File: config.mk
export PLATFORM = sky130hd
export DESIGN_NAME = mem_wb_multi
export DESIGN_NICKNAME = d
export VERILOG_FILES = /design/src/rtl/mem_wb_multi.sv
export SDC_FILE = /design/constraint.sdc
export NUM_CORES = 1
export LEC_CHECK = 0
export CORE_UTILIZATION = 39
export DETAILED_ROUTE_END_ITERATION = 8
export PLACE_DENSITY = 0.88
export SYNTH_ARGS = -nofsm -noshare
export SYNTH_HDL_FRONTEND = slang
export SYNTH_SLANG_ARGS = --single-unit
File: constraint.sdc
create_clock -name clk -period 8.5 [get_ports clk]
set_input_delay 2.55 -clock clk [delete_from_list [all_inputs] [get_ports clk]]
set_output_delay 2.55 -clock clk [all_outputs]
set_load 0.05 [all_outputs]
File: src/rtl/mem_wb_multi.sv
// MEM/WB pipeline register for a multi-lane issue core: captures per-lane MEM
// results, suppresses redundant register writes, and counts retired instructions and bubbles.
module mem_wb_multi #(
  parameter int LANES   = 2,
  parameter int DW      = 32,
  parameter int AW      = 5,
  parameter int STALL_W = 6,
  parameter int STAGE   = 4
) (
  input  logic                  clk,
  input  logic                  rst,
  input  logic [STALL_W-1:0]    stop,
  input  logic                  flush,
  input  logic [LANES-1:0]      mem_valid,
  input  logic [LANES*AW-1:0]   mem_wd,
  input  logic [LANES-1:0]      mem_wreg,
  input  logic [LANES*DW-1:0]   mem_wdata,
  input  logic                  mem_whilo,
  input  logic [DW-1:0]         mem_hi,
  input  logic [DW-1:0]         mem_lo,
  output logic [LANES-1:0]      wb_valid,
  output logic [LANES*AW-1:0]   wb_wd,
  output logic [LANES-1:0]      wb_wreg,
  output logic [LANES*DW-1:0]   wb_wdata,
  output logic                  wb_whilo,
  output logic [DW-1:0]         wb_hi,
  output logic [DW-1:0]         wb_lo,
  output logic [31:0]           retire_cnt,
  output logic [15:0]           bubble_cnt
);

  localparam int CW = $clog2(LANES + 1);

  typedef enum logic [2:0] {
    ACT_RESET,
    ACT_FLUSH,
    ACT_BUBBLE,
    ACT_ADVANCE,
    ACT_HOLD
  } action_e;

  action_e           action;
  logic [LANES-1:0]  wreg_eff;
  logic [CW-1:0]     lane_count;
  logic              any_valid;

  // Only this stage's bit and the downstream bit matter here.
  logic stop_unused;
  assign stop_unused = ^stop;

  always_comb begin
    // NOTE: every always_comb output gets a default first so no path can infer a latch.
    action = ACT_HOLD;
    if (rst)
      action = ACT_RESET;
    else if (flush)
      action = ACT_FLUSH;
    else if (stop[STAGE] && !stop[STAGE+1])
      action = ACT_BUBBLE;
    else if (!stop[STAGE])
      action = ACT_ADVANCE;
  end

  // A lane writes only if valid, enabled, not targeting r0, and no younger lane
  // writes the same register in this group.
  always_comb begin
    wreg_eff = '0;
    for (int i = 0; i < LANES; i++) begin
      wreg_eff[i] = mem_valid[i] && mem_wreg[i] && (mem_wd[i*AW +: AW] != '0);
      for (int j = 0; j < LANES; j++) begin
        if (j > i && mem_valid[j] && mem_wreg[j] &&
            (mem_wd[j*AW +: AW] == mem_wd[i*AW +: AW]))
          wreg_eff[i] = 1'b0;
      end
    end
  end

  always_comb begin
    lane_count = '0;
    for (int i = 0; i < LANES; i++)
      lane_count = lane_count + CW'(mem_valid[i]);
    any_valid = |mem_valid;
  end

  always_ff @(posedge clk) begin
    // NOTE: sequential state uses non-blocking assignments so all flops update from pre-edge values.
    case (action)
      ACT_RESET: begin
        wb_valid   <= '0;
        wb_wd      <= '0;
        wb_wreg    <= '0;
        wb_wdata   <= '0;
        wb_whilo   <= 1'b0;
        wb_hi      <= '0;
        wb_lo      <= '0;
        retire_cnt <= '0;
        bubble_cnt <= '0;
      end
      ACT_FLUSH, ACT_BUBBLE: begin
        wb_valid <= '0;
        wb_wd    <= '0;
        wb_wreg  <= '0;
        wb_wdata <= '0;
        wb_whilo <= 1'b0;
        wb_hi    <= '0;
        wb_lo    <= '0;
        // Flushes are not bubbles; the bubble count saturates rather than wraps.
        if (action == ACT_BUBBLE && bubble_cnt != 16'hFFFF)
          bubble_cnt <= bubble_cnt + 16'd1;
      end
      ACT_ADVANCE: begin
        wb_valid   <= mem_valid;
        wb_wd      <= mem_wd;
        wb_wreg    <= wreg_eff;
        wb_wdata   <= mem_wdata;
        wb_whilo   <= mem_whilo && any_valid;
        wb_hi      <= mem_hi;
        wb_lo      <= mem_lo;
        retire_cnt <= retire_cnt + 32'(lane_count);
      end
      default: ;
    endcase
  end

endmodule

==> flow_summary.ini <==
[timing]
rsz0062_at_grt = no
period_share_pct = 57.6
finalMaxSlewViolations = 0
hold_violations = 0
setup_viol = 0
worst_pin_slew_ns = 1.15
relSlewSlack_pct = 23.2
finClkSkew_ns = 0.0114
setup_tns_ns = 0
min_period_ns = 4.90
max_freq_ghz = 0.204

[pwr]
power.density_nw_per_um2 = 187
pwr-share-clk_pct = 34.2
p_leak_nw = 4.60
p_comb_share_pct = 17.6
peakVddDrop_mv = 0.126
p_seq_share_pct = 48.2
p_sw_share_pct = 29.1
intPower_mw = 1.64
p_switching_uw = 675
total_power_mw = 2.32

[placed_design]
dpl_cell_area_sq_um = 11800
place_congestion = 0.813
portBuffers = 338
hpwl_um = 16200

[global_routing]
grt_pass1_vias = 5805
grt_pass1_wl_um = 33100
antenna_found_initial = 1
grt_max_degree = 111
grt_use_total_pct = 20.5
grt_remaining_overflow = 0

[finish]
final_design_area_no_fill_sq_um = 12400
finish.utilization_pct = 60.7
drive_gt1_share_pct = 4.98
nets = 1066
area_delta_synth_final_pct = 52.2
antenna_cells = 0

[run]
drv_cap = 0

[clocking]
postCtsResizedCells = 0
clk_pin_slew_worst_paths_ns = 0.07
cts_buffers = 17
clkLatencyLatePin_ns = 0.42
cts_tree = yes
holdBufCountCts = 0
cts_root_buf = clkbuf_16
htreeDepth = 4
clock-sinks = 191
cts_setup_buffers = 0
clock_path_buffers = 2

[synth]
synth_edf_count = 191
ys_ff_latch = 191
async_flop_share_pct = 0
avgSynthCellArea_sq_um = 14.1
synth_warnings = 0
synth_fp_nets = 733
ys.flop_type = edfxtp_1
netlist_instances = 578
ys_types = 44
synth.yosys.seq_area_share_pct = 70.5
syn_area_sq_um = 8130

[floorplan]
fp-row-count = 52
die_area_sq_um = 21400
die_h_um = 146
core-area_sq_um = 20400
ios = 343
start_util_pct = 39.9
die_x_um = 146

[routing]
wl_met1_um = 8640
dr.pass1.iters = 5
routed_via_density = 4.98
drc_errors = 0
routedWlPerCell_um = 18.5
finalWirelength_um = 22100
routed-wl-met2_um = 11100
antenna_left = 0
wl_met3_um = 1770
dr.max_layer_used = met5
drt_iter0_markers = 344
num_vias = 5942

[worst_setup_path]
critPathCaptureType = flop
r2r_start = retire_cnt[0]
reg2reg_depth = 8
rr_endpoint = retire_cnt[28]
worst-endpoint-arrival_ns = 5.05
cp-start-kind = primary input
r2r_setup_slack_ns = 5.99
crit_path_max_fanout = 7
criticalPathCategory = primary input to flop
crit_required_ns = 8.65

[worst_hold_path]
hold_start = bubble_cnt[0]
min_path_cells = 1
hold_end = bubble_cnt[0]
hp-class = flop to flop

[status]
outcome = finished clean
[cells in the mapped netlist, types with 2 or more instances]
cell / n / share of area (%)
a21oi_1: 13 / 0.80
and2_1: 144 / 11
and3_1: 2 / 0.15
and4_1: 7 / 0.75
buf_2: 2 / 0.12
buf_6: 3 / 0.42
clkbuf_1: 23 / 1.1
edfxtp_1: 191 / 71
ha_1: 2 / 0.31
inv_1: 9 / 0.42
mux2i_1: 4 / 0.49
nand2_1: 17 / 0.78
nand2b_1: 8 / 0.62
nand3_1: 15 / 0.92
nand4_1: 21 / 1.6
nor2_1: 32 / 1.5
nor3_1: 5 / 0.31
o21ai_0: 8 / 0.49
o311ai_0: 4 / 0.43
o31ai_1: 6 / 0.55
o41ai_1: 3 / 0.32
or3_1: 5 / 0.38
or4_1: 7 / 0.65
or4_2: 2 / 0.22
xnor2_1: 10 / 1.1
xor2_1: 17 / 1.8
[metrics by stage]
step	std cells	hold slack, ns	setup slack [ns]
after global placement	1162	0.614	3.17
after global routing	1194	0.670	3.39
final	1194	0.632	3.60
after detailed placement	1162	0.619	3.12
after CTS	1194	0.634	3.58
after floorplan	578	0.880	0.0237
[flip-flops by register name, summed over array words and instances, names as in the netlist]
register,flops
wb_wdata,64
retire_cnt,32
wb_hi,32
wb_lo,32
bubble_cnt,16
wb_wd,10
wb_valid,2
wb_wreg,2
wb_whilo,1
[layer usage]
metal / vias up / track usage [%]
met5: - / 0
met4: 2 / 7.45
met3: 38 / 6.53
met2: 293 / 34.4
met1: 2841 / 24.6
li1: 2768 / -
[how the worst max path moves through the flow]
stage,cells after the start,slack [ns],startpoint,end
2_1_floorplan,1,0.02,flush,wb_hi[0]
3_3_place_gp,3,3.17,rst,wb_hi[13]
3_5_place_dp,3,3.12,rst,wb_hi[13]
4_1_cts,3,3.58,rst,wb_wdata[27]
5_1_grt,3,3.39,flush,wb_wdata[34]
6_report,9,3.60,mem_valid[0],retire_cnt[28]
[cell type report]
cell class,count,area (sq um)
Timing Repair Buffer,343,3420
Clock inverter,14,165
Clock buffer,18,429
Multi-Input combinational cell,349,2250
Tap cell,270,338
Inverter,9,33.8
Sequential cell,191,5740
Fill cell,1562,7990
[logic make-up (layout without fill, tap and decap cells)]
logic type               Yosys count  count (layout)  synth area share [%]
AND/OR/NAND/NOR                  275             275                  20.2
buffers and inverters             38             384                  2.06
flip-flops                       191             191                  70.5
AO/OA/AOI/OAI                     40              40                  3.20
multiplexers                       4               4                 0.492
adder cells (fa/ha/maj)            3               3                 0.554
XOR/XNOR                          27              27                  2.91
[cell usage in the layout, fill, tap and decap left out, types with 2 or more instances in the layout]
master and instances:
inv_6 4, xnor2_1 10, and4_1 7, o41ai_1 3, o21ai_0 8, nand2_1 17, a21oi_1 13, nor2_1 32
xor2_1 17, and2_1 144, nand4_1 21, mux2i_1 4, o31ai_1 6, clkdlybuf4s50_1 338, inv_1 9, clkinv_8 4
edfxtp_1 191, ha_1 2, nor3_1 4, nand3_1 15, buf_4 5, or4_2 2, inv_8 2, nand2b_1 8
clkinv_4 3, clkbuf_16 17, and3_1 2, or3_1 5, o311ai_0 4, or4_1 7
[power by group through the flow]
stage	sequential [mW]	clock [mW]	combinational, mW
2_1_floorplan	1.31	0	0.0512
3_3_place_gp	1.13	0	0.404
3_5_place_dp	1.14	0	0.409
4_1_cts	1.12	0.807	0.410
5_1_grt	1.12	0.843	0.423
6_report	1.12	0.794	0.408
[critical path: stages]
cell and delay (ns):
clkdlybuf4s50_1 0.50, inv_1 0.09, fa_1 0.44, inv_1 0.09, ha_1 0.24, and4_1 0.40
nand4_1 0.21, o311ai_0 0.40, o41ai_1 0.14
Note: power is estimated with default switching activity, not from simulation.
==> edit, RTL diff (config.mk and constraints unchanged) <==
`AW`: 5 -> 4.
--- a/src/rtl/mem_wb_multi.sv
+++ b/src/rtl/mem_wb_multi.sv
@@ -5,3 +5,3 @@
   parameter int DW      = 32,
-  parameter int AW      = 5,
+  parameter int AW      = 4,
   parameter int STALL_W = 6,
Interface: changed (resized mem_wd and wb_wd); port bits go from 343 to 339. The function was not compared with the original's and may differ.
==> edit against the unedited design <==
  * Die area decreased by 2.0%
  * Routed wire length decreased by 4.2%
  * Synthesized cell count decreased by 1.9%
  * Via count decreased by 3.7%
  * First-iteration DRC count decreased by 4.7%
  * Maximum frequency decreased by 0.65%
  * Sequential cell count decreased by 2
  * Design area decreased by 1.8%
  * Core utilization increased by 0.86 points
  * Synthesized area decreased by 2.0%
  * Worst setup slack got worse by 0.032 ns
  * Non-clock buffer count decreased by 5
  * Total power decreased by 2.4%
  * Critical path type unchanged
  * Largest cell class unchanged
==> edit: results (changes against the unedited design) <==
status:
  outcome: "finished, final reports clean"  # unchanged
synthesis:
  synthTopCellsByCount: "189 x edfxtp_1, 141 x and2_1, 27 x nor2_1, 22 x a21oi_1, 22 x clkbuf_1"  # was 191 x edfxtp_1, 144 x and2_1, 32 x nor2_1, 23 x clkbuf_1, 21 x nand4_1
  ys_seq_area_share_pct: 71.24  # was 70.54%
  syn-num-nets: 720  # was 733
  yosysUniqueCellTypes: 35  # was 44
  synthTopCellsByArea: "edfxtp_1 71%, and2_1 11%, xor2_1 2.1%"  # was edfxtp_1 71%, and2_1 11%, xor2_1 1.8%
  synth-edff-count: 189  # was 191
global_route:
  antenna_found_initial: 2  # was 1
  grt_pass1_wl_microns: 32350  # was 33050 microns
  grt_max_degree: 134  # was 111
  grt_pass1_vias: 5830  # was 5805
  grt.total_usage_pct: 20.24  # was 20.47%
pwr:
  power.internal_mw: 1.618  # was 1.643 mW
  vdd_drop_max_v: 0.0001256  # was 0.0001264 V
  p_leak_nw: 4.456  # was 4.597 nW
layout:
  final_nets: 1048  # was 1066
  fill_cells: 1477  # was 1562
  drive_gt1_share_pct: 4.185  # was 4.978%
critical_path:
  cp_slowest_cell: "or4_1"  # was clkdlybuf4s50_1
  max_stage_delay_ns: 0.56  # was 0.50 ns
  ff2ff_path_depth: 6  # was 8
  path_max_fanout: 8  # was 7
  cp.arrival_ns: 5.20  # was 5.05 ns
  path_delay_family: "simple AND/OR/NAND/NOR gates"  # was buffers and inverters
placed_design:
  placed_area_sq_um: 11580  # was 11780 sq um
  io_buffers: 334  # was 338
  hpwl_microns: 15600  # was 16230 microns
  place.gp.congestion: 0.8377  # was 0.8130
route:
  vias: 5720  # was 5942
  initialDrtViolationCount: 328  # was 344
timing:
  worst_slew_pin_slew_ns: 1.110  # was 1.151 ns
edit: cell count changes in the layout (fill, tap and decap cells not counted), sizes merged, moves of 5 or more:
cell / change
or3: +5
or4: +6
nor2: -5
nand2b: -6
a21oi: +9
o31ai: +8
nand4: -8
edit: worst paths after layout:
path / startpoint / end / slack, ns
setup / recovery: mem_valid[1] / retire_cnt[29] / 3.57
hold / removal: bubble_cnt[0] / bubble_cnt[0] / 0.62
setup reg to reg: retire_cnt[0] / retire_cnt[29] / 5.95
hold reg to reg: bubble_cnt[0] / bubble_cnt[0] / 0.62
edit: routing by layer:
layer | up-vias | part of all wire (%) | track usage [%]
met5 | - | 0 | 0
met4 | 0 | 2.9 | 8.085
met3 | 33 | 8.4 | 7.013
met2 | 248 | 52 | 36.01
met1 | 2716 | 37 | 21.86
li1 | 2723 | - | -
edit: logic make-up after synthesis:
| family | Yosys count | share of synthesized area (%) |
|---|---|---|
| buf+inv | 36 | 1.900 |
| simple gates | 263 | 19.68 |
| xor+xnor | 25 | 2.749 |
| flops | 189 | 71.24 |
| fa+ha+maj | 3 | 0.5654 |
| compound gates | 51 | 3.864 |
edit: per-stage QoR:
stage / std cells / power [mW]
finish: 1175 / 2.262
global route: 1173 / 2.334
CTS: 1173 / 2.282
detailed placement: 1141 / 1.528
global placement: 1141 / 1.520
floorplan: 567 / 1.345
edit: cell type report:
| class | instances | area, sq um | share of cell area (%) |
|---|---|---|---|
| clock inverter | 14 | 132.6 | 1.092 |
| clock buffer | 18 | 429.2 | 3.533 |
| timing repair buffer | 338 | 3386 | 27.87 |
| multi-input combinational | 342 | 2161 | 17.79 |
| antenna | 2 | 5.005 | 0.04120 |
| inverter | 7 | 26.28 | 0.2163 |
| sequential | 189 | 5675 | 46.72 |
| tap | 265 | 331.6 | 2.730 |
edit: worst register-to-register path, cell delays in order (launching register included):
cell	delay, ns
edfxtp_1	0.35
inv_1	0.06
fa_1	0.37
nor2b_1	0.48
nand4_1	0.41
or4_1	0.56
a21oi_1	0.16
edit: power by group through the flow:
| stage | clock (mW) | sequential, mW | combinational [mW] |
|---|---|---|---|
| 2_1_floorplan | 0 | 1.30 | 0.0492 |
| 3_3_place_gp | 0 | 1.12 | 0.400 |
| 3_5_place_dp | 0 | 1.12 | 0.406 |
| 4_1_cts | 0.774 | 1.10 | 0.407 |
| 5_1_grt | 0.807 | 1.11 | 0.419 |
| 6_report | 0.757 | 1.10 | 0.403 |
